--- src/rtl/bi_dir_pkg.sv ---
// Shared types and helpers for the bi-directional serial driver.
// Macro SERIAL_PARITY_EN appends an even-parity bit to every frame.
package bi_dir_pkg;

    typedef enum logic [1:0] {
        IDLE,
        SHIFT,
        DONE
    } state_t;

    localparam logic DIR_RIGHT = 1'b0;
    localparam logic DIR_LEFT  = 1'b1;

    function automatic int unsigned frame_len(input int unsigned width);
`ifdef SERIAL_PARITY_EN
        return width + 1;
`else
        return width;
`endif
    endfunction

endpackage

--- src/rtl/bi_dir_bit_counter.sv ---
// Frame bit counter: counts enabled cycles 0..LAST, wraps to 0 after LAST,
// and flags the terminal count.
module bi_dir_bit_counter #(
    parameter int unsigned CW   = 3,
    parameter int unsigned LAST = 3
) (
    input  logic clk,
    input  logic rst,
    input  logic clr,
    input  logic en,
    output logic tc
);

    logic [CW-1:0] count;

    assign tc = (count == CW'(LAST));

    always_ff @(posedge clk or posedge rst) begin
        if (rst) begin
            count <= '0;
        end else if (clr) begin
            count <= '0;
        end else if (en) begin
            count <= tc ? '0 : count + CW'(1);
        end
    end

endmodule

--- src/rtl/bi_dir_serial_driver.sv ---
// Serializes a handshaked parallel word onto serial_right/serial_left for the
// downstream shift register. Macro SERIAL_PARITY_EN adds a trailing parity bit.
module bi_dir_serial_driver
    import bi_dir_pkg::*;
#(
    parameter int unsigned WIDTH = 4
) (
    input  logic             clk,
    input  logic             rst,
    input  logic             in_valid,
    output logic             in_ready,
    input  logic [WIDTH-1:0] in_data,
    input  logic             in_dir,
    output logic             sel,
    output logic             serial_right,
    output logic             serial_left,
    output logic             shift_en,
    output logic             busy,
    output logic             done
);

    localparam int unsigned FRAME = frame_len(WIDTH);
    localparam int unsigned CW    = $clog2(WIDTH + 1);

    state_t           state, state_nxt;
    logic [WIDTH-1:0] shreg;
    logic             accept;
    logic             last_bit;
    logic             data_bit;
    logic             frame_bit;
`ifdef SERIAL_PARITY_EN
    logic             parity;
`endif

    assign accept = in_valid & in_ready;

    bi_dir_bit_counter #(
        .CW   (CW),
        .LAST (FRAME - 1)
    ) u_counter (
        .clk (clk),
        .rst (rst),
        .clr (accept),
        .en  (shift_en),
        .tc  (last_bit)
    );

    always_ff @(posedge clk or posedge rst) begin
        if (rst) begin
            state <= IDLE;
        end else begin
            state <= state_nxt;
        end
    end

    // The word shifts toward whichever end is presented, so the outgoing bit
    // is always at a fixed position for the latched direction.
    always_ff @(posedge clk or posedge rst) begin
        if (rst) begin
            shreg <= '0;
            sel   <= DIR_RIGHT;
        end else if (accept) begin
            shreg <= in_data;
            sel   <= in_dir;
        end else if (shift_en) begin
            if (sel == DIR_LEFT) begin
                shreg <= {shreg[WIDTH-2:0], 1'b0};
            end else begin
                shreg <= {1'b0, shreg[WIDTH-1:1]};
            end
        end
    end

    assign data_bit = (sel == DIR_LEFT) ? shreg[WIDTH-1] : shreg[0];

`ifdef SERIAL_PARITY_EN
    always_ff @(posedge clk or posedge rst) begin
        if (rst) begin
            parity <= 1'b0;
        end else if (accept) begin
            parity <= ^in_data;
        end
    end

    // The terminal count cycle carries the parity bit instead of data.
    assign frame_bit = last_bit ? parity : data_bit;
`else
    assign frame_bit = data_bit;
`endif

    always_comb begin
        state_nxt    = state;
        in_ready     = 1'b0;
        shift_en     = 1'b0;
        busy         = 1'b0;
        done         = 1'b0;
        serial_right = 1'b0;
        serial_left  = 1'b0;
        case (state)
            IDLE: begin
                in_ready = 1'b1;
                if (in_valid) begin
                    state_nxt = SHIFT;
                end
            end
            SHIFT: begin
                shift_en     = 1'b1;
                busy         = 1'b1;
                serial_right = (sel == DIR_RIGHT) & frame_bit;
                serial_left  = (sel == DIR_LEFT) & frame_bit;
                if (last_bit) begin
                    state_nxt = DONE;
                end
            end
            DONE: begin
                busy      = 1'b1;
                done      = 1'b1;
                state_nxt = IDLE;
            end
            default: begin
                state_nxt = IDLE;
            end
        endcase
    end

endmodule

--- config.mk ---
export PLATFORM = sky130hd
export DESIGN_NAME = bi_dir_serial_driver
export DESIGN_NICKNAME = d
export VERILOG_FILES = /design/src/rtl/bi_dir_pkg.sv /design/src/rtl/bi_dir_bit_counter.sv /design/src/rtl/bi_dir_serial_driver.sv
export SDC_FILE = /design/constraint.sdc
export NUM_CORES = 1
export LEC_CHECK = 0
export CAP_MARGIN = 20
export CORE_MARGIN = 5
export CORE_UTILIZATION = 41
export CTS_CLUSTER_DIAMETER = 100
export DETAILED_ROUTE_END_ITERATION = 8
export GPL_ROUTABILITY_DRIVEN = 0
export PLACE_DENSITY = 0.71
export SYNTH_ARGS = -nofsm -noshare
export SYNTH_HDL_FRONTEND = slang
export SYNTH_SLANG_ARGS = --single-unit
--- constraint.sdc ---
create_clock -name clk -period 1.4 [get_ports clk]
set_input_delay 0.28 -clock clk [delete_from_list [all_inputs] [get_ports clk]]
set_output_delay 0.28 -clock clk [all_outputs]
set_load 0.005 [all_outputs]
==> results of run 1 <==
## through the flow
stage	TNS, ns	power (mW)	hold slack [ns]	util, %	instances
final	-0.4550	2.096	0.2819	67.56	98
after global placement	-0.8935	1.590	0.4898	59.22	91
after CTS	-0.4731	2.003	0.2926	65.34	98
after global routing	-0.7817	2.272	0.3075	67.56	98
after detailed placement	-1.210	1.616	0.4902	59.22	91
after floorplan	0	1.185	0.1202	-	56
## registers in the layout (all words and copies together) (netlist names)
register	flops
u_counter.count	3
sel	1
state	2
shreg	4
## routing by layer
metal  wire length, um  GRT usage [%]  vias to the layer above
met1               565          15.91                      240
met2               589          20.05                       11
li1                  -              -                      251
met4                37          9.677                        0
met5                 0              0                        -
met3                93          5.535                        4
## area by class of cell
class	count	area, sq um	share of cell area (%)
multi-input cells	40	362.8	39.78
flip-flops and latches	10	250.2	27.43
repair buffers	27	246.5	27.02
clock buffers	3	22.52	2.469
well taps	15	18.77	2.058
inverters	3	11.26	1.235
## kinds of logic after synthesis
family,after synthesis,share of synthesized area (%)
AOI/OAI and AO/OA,10,14.37
DFF,10,41.67
buffers and inverters,6,6.457
and+or+nand+nor,21,19.58
muxes,4,7.499
adders and majority gates,5,10.42
## layout by cell type, fill, tap and decap left out
master	instances
dfrtp_1	10
buf_6	8
clkdlybuf4s50_1	7
buf_4	7
nand2_1	6
nor2_1	4
mux2i_1	3
ha_1	3
clkbuf_4	3
buf_2	3
nand2b_1	2
and3_1	2
inv_1	2
a211oi_2	2
a21o_1	2
ha_4	2
nor2b_4	1
a21oi_4	1
mux2_4	1
o22a_1	1
and2_4	1
nor2b_1	1
a31oi_1	1
o21ai_1	1
nand2b_4	1
nand3b_1	1
a21oi_2	1
inv_2	1
and3b_1	1
nand3b_2	1
a31oi_2	1
dlygate4sd2_1	1
clkdlybuf4s15_1	1
## power by group through the flow
stage / combinational (mW) / clock, mW / sequential, mW
2_1_floorplan: 0.694 / 0 / 0.491
3_3_place_gp: 1.09 / 0 / 0.505
3_5_place_dp: 1.11 / 0 / 0.506
4_1_cts: 1.30 / 0.202 / 0.503
5_1_grt: 1.53 / 0.216 / 0.529
6_report: 1.39 / 0.192 / 0.513
## path summary, 6_finish.rpt
kind                            slack, ns                      startpoint                              to
worst max-delay path                -0.10            state[0]$_DFFE_PP0P_                    serial_right
worst min-delay path                 0.28                             rst            shreg[0]$_DFFE_PP0P_
worst max register to register      -0.10            state[0]$_DFFE_PP0P_            state[0]$_DFFE_PP0P_
worst min register to register       0.51  u_counter.count[2]$_DFFE_PP0P_  u_counter.count[2]$_DFFE_PP0P_
max in group asynchronous            0.84                             rst            shreg[1]$_DFFE_PP0P_
min in group clk                     0.51  u_counter.count[2]$_DFFE_PP0P_  u_counter.count[2]$_DFFE_PP0P_
## worst max-delay path, delay by kind of cell (launching register included)
family	cells	cell delay, ns
flip-flops	1	0.40
buffers and inverters	2	0.25
adder cells (fa/ha/maj)	1	0.16
AND/OR/NAND/NOR	1	0.15
## timing repair
item | 4_1_cts | 5_1_grt
gates resized for setup | 36 | 6
setup buffers | 4 | 1
pin swaps | 2 | 4
cloned | 0 | 0
endpoints found under the setup margin | 12 | 11
==> qor.yml, run 1 <==
fin_ws_ns: -0.1032
start_kind: "flop"
slew_headroom_pct: 74.35
failed_checks: "setup timing"
switching_share_pct: 35.24
outcome: "finished with violations"
power.leakage_nw: 0.4530
die_w_um: 48.27
io_pins: 15
drv_slew: 0
ir_drop_mv: 1.066
cpPeakStageDelay_ns: 0.40
drt-total-wl_um: 1285
crit_chain: "buf_6, ha_4, and3b_1, buf_2"
grt.total_usage_pct: 13.63
max_freq_mhz: 665.3
tritoncts: "yes"
rows: 13
crit_arrival_ns: 1.22
grt_pass1_vias: 475
hold_violations: 0
syn_nets: 69
drive_gt1_share_pct: 40.96
ys_seq_area_share_pct: 41.67
synth_area_sq_um: 600.6
rr_worst_depth: 6
final_nets: 98
drv_cap: 0
clk_pin_slew_ns: 0.06
antenna_found_initial: 0
synth_top_area_cell: "dfrtp_1"
netlist_instances: 56
min_period_ns: 1.503
htreeDepth: 1
grt-ovfl-total: 0
switchingPower_mw: 0.7386
yosys-top-cells-area: "dfrtp_1 (42%), ha_1 (10%), mux2i_1 (5.0%)"
setup_viol: 6
antenna_cells: 0
p_int_mw: 1.357
path_max_fanout: 4
p_clk_share_pct: 9.2
core_area_sq_mm: 0.001350
ys_ff_latch: 10
drcViolationCount: 0
insertion_delay_ns: 0.27
synth_edf_count: 0
rsz0062_at_grt: "yes"
grt_max_degree: 11
detail-route-antenna-nets: 0
die_y_um: 48.27
synth.most_common_cell: "dfrtp_1"
cts_sinks: 10
pre_cts_ws_ns: -0.1878
avgSynthCellArea_sq_um: 10.72
io_buffers: 14
yosysTopAreaCellShare_pct: 41.67
synth_flop_cell: "dfrtp_1"
cp.required_ns: 1.12
grt_pass1_wl_um: 2070
final_area_sq_um: 912.1
cts-root-buf: "clkbuf_4"
via_per_inst: 5.163
synth_common_cells: "dfrtp_1 (10), nand2_1 (6), ha_1 (5)"
p_seq_share_pct: 24.5
hold_class: "input pin to asynchronous set/reset pin"
p_comb_share_pct: 66.3
syn_to_final_growth_pct: 51.88
worstMarginPinSlew_ns: 0.3844
dieArea_sq_mm: 0.002330
cts-buffers-inserted: 3
hold_buffers: 0
period_share_pct: 107.4
drt_iter0_markers: 0
ys.warnings.count: 0
path_class: "flop to output port"
n_fill_cell: 114
vias: 506
wire_per_inst_um: 13.11
synth_cell_types: 25
post_dp_cell_area_sq_um: 799.5
cp_slowest_cell: "dfrtp_1"
cts.path.max_buffers: 2
end_kind: "output port"
async_reset_ff_share_pct: 100.0
powerDensity_mw_per_mm2: 2298
fin_skew_ns: 0.009224
dr.pass1.iters: 1
initial_core_util_pct: 44.49
Power figures use the tool's default switching activity.
==> run 2, diff against run 1 <==
--- a/config.mk
+++ b/config.mk
@@ -6,12 +6,14 @@
 export NUM_CORES = 1
 export LEC_CHECK = 0
 export CAP_MARGIN = 20
+export CELL_PAD_IN_SITES_DETAIL_PLACEMENT = 1
+export CELL_PAD_IN_SITES_GLOBAL_PLACEMENT = 1
 export CORE_MARGIN = 5
-export CORE_UTILIZATION = 41
+export CORE_UTILIZATION = 32
 export CTS_CLUSTER_DIAMETER = 100
 export DETAILED_ROUTE_END_ITERATION = 8
 export GPL_ROUTABILITY_DRIVEN = 0
-export PLACE_DENSITY = 0.71
+export PLACE_DENSITY_LB_ADDON = 0.1
 export SYNTH_ARGS = -nofsm -noshare
 export SYNTH_HDL_FRONTEND = slang
 export SYNTH_SLANG_ARGS = --single-unit
==> run 2 against run 1 <==
  * Die area increased by 22%
  * Maximum frequency is 4.9% lower
  * The run still ends with setup timing left
  * Sequential power grew 4.1%
  * Worst setup slack worse by 0.077 ns
  * Clock skew increased by 0.0014 ns
  * Sequential cell count unchanged
  * Sequential share of layout area shrank 2.9 points
  * Highest routed layer unchanged
  * First-iteration DRC count up 5
  * Critical endpoint unchanged
  * Register-to-register slack hardly changed
==> qor.yml, run 2 (synthesized netlist as in run 1, its figures left out) <==
rows: 15
cts-buffers-inserted: 3
grt.total_usage_pct: 13.52
cts_sinks: 10
grt_pass1_vias: 550
hold_buffers: 0
outcome: "finished with violations"
rsz0062_at_grt: "yes"
ir_drop_mv: 0.9736
drv_slew: 0
hold_ws_ns: 0.2873
io_buffers: 14
clk_pin_slew_ns: 0.07
io_pins: 15
worstMarginPinSlew_ns: 0.3967
htreeDepth: 1
n_fill_cell: 201
dr.pass1.iters: 3
grt-ovfl-total: 0
fin_skew_ns: 0.01066
detail-route-antenna-nets: 0
powerDensity_mw_per_mm2: 2349
dieArea_sq_mm: 0.002843
layout.cells.most_common: "buf_6"
period_share_pct: 112.9
drive_gt1_share_pct: 48.84
crit_arrival_ns: 1.30
cts-root-buf: "clkbuf_4"
setup_viol: 10
min_period_ns: 1.580
switchingPower_mw: 0.8647
max_freq_mhz: 632.9
path_class: "flop to output port"
grt_max_degree: 11
cts.path.max_buffers: 2
switching_share_pct: 36.14
final_nets: 101
p_comb_share_pct: 69.5
end_kind: "output port"
power.leakage_nw: 0.4922
wire_per_inst_um: 14.23
hold_violations: 0
grt_pass1_wl_um: 2546
hold_class: "input pin to asynchronous set/reset pin"
tns_ns: -0.8817
antenna_found_initial: 0
p_clk_share_pct: 8.2
insertion_delay_ns: 0.27
final_area_sq_mm: 0.001018
reg.largest.list: "shreg: 4 flops, u_counter.count: 3 flops, state: 2 flops"
largest_register_ffs: 4
via_per_inst: 4.604
drv_cap: 0
drt_iter0_markers: 5
failed_checks: "setup timing"
post_dp_cell_area_sq_um: 832.0
p_int_mw: 1.528
die_y_um: 53.32
final_cell_mix: "buf_6 (12), dfrtp_1 (10), clkdlybuf4s50_1 (7)"
drt-total-wl_um: 1579
start_kind: "flop"
tritoncts: "yes"
p_seq_share_pct: 22.3
core_area_sq_mm: 0.001764
slew_headroom_pct: 73.52
drcViolationCount: 0
path_max_fanout: 3
vias: 511
die_w_um: 53.32
top_register: "shreg"
antenna_cells: 0
dp_hpwl_um: 1055
cp.required_ns: 1.12
fin_ws_ns: -0.1799
syn_to_final_growth_pct: 69.58
power_mw: 2.393
initial_core_util_pct: 34.04
-- run 2: power by group through the flow --
stage / clock (mW) / sequential (mW) / combinational [mW]
after CTS: 0.208 / 0.529 / 1.51
final: 0.195 / 0.534 / 1.66
after global routing: 0.222 / 0.549 / 1.79
after floorplan: 0 / 0.491 / 0.694
after detailed placement: 0 / 0.510 / 1.17
after global placement: 0 / 0.511 / 1.14
-- run 2: final cells by class --
type / instances / area [sq um] / area share, %
clock buffer: 3 / 22.52 / 2.211
inverter: 3 / 11.26 / 1.106
multi-input combinational: 40 / 399.1 / 39.19
sequential: 10 / 250.2 / 24.57
tap: 25 / 31.28 / 3.071
timing repair buffer: 30 / 304.0 / 29.85
-- run 2: routing by layer --
layer  track usage (%)  vias to the layer above  wire length, um
met3             6.761                        4              113
li1                  -                      249                -
met5                 0                        -                0
met1             15.16                      246              699
met2             21.02                       12              727
met4             6.383                        0               38
-- run 2: stage by stage --
stage / cells / utilization (%) / worst slack [ns]
after floorplan: 56 / - / 0.02753
after global placement: 102 / 47.16 / -0.1632
after detailed placement: 102 / 47.16 / -0.1748
after CTS: 110 / 54.61 / -0.1711
after global routing: 111 / 57.73 / -0.2067
final: 111 / 57.73 / -0.1799
-- run 2: final timing paths --
path	from	endpoint	slack [ns]	cells after the start
max reg2reg	state[0]$_DFFE_PP0P_	state[0]$_DFFE_PP0P_	-0.11	6
min in group clk	u_counter.count[2]$_DFFE_PP0P_	u_counter.count[2]$_DFFE_PP0P_	0.50	1
min	rst	state[0]$_DFFE_PP0P_	0.29	2
max	state[0]$_DFFE_PP0P_	serial_right	-0.18	4
min reg2reg	u_counter.count[2]$_DFFE_PP0P_	u_counter.count[2]$_DFFE_PP0P_	0.50	1
max in group asynchronous	rst	shreg[2]$_DFFE_PP0P_	0.82	2
-- run 2: worst max-delay path: stages, from the launching register on --
cell and delay, ns:
dfrtp_1 0.44, ha_4 0.20, buf_6 0.11, and3b_1 0.15, buf_2 0.13
-- run 2: repair_timing --
action,CTS,global route
gates resized for setup,49,11
pin swaps,5,2
endpoints found under the setup margin,10,14
setup buffers,5,3
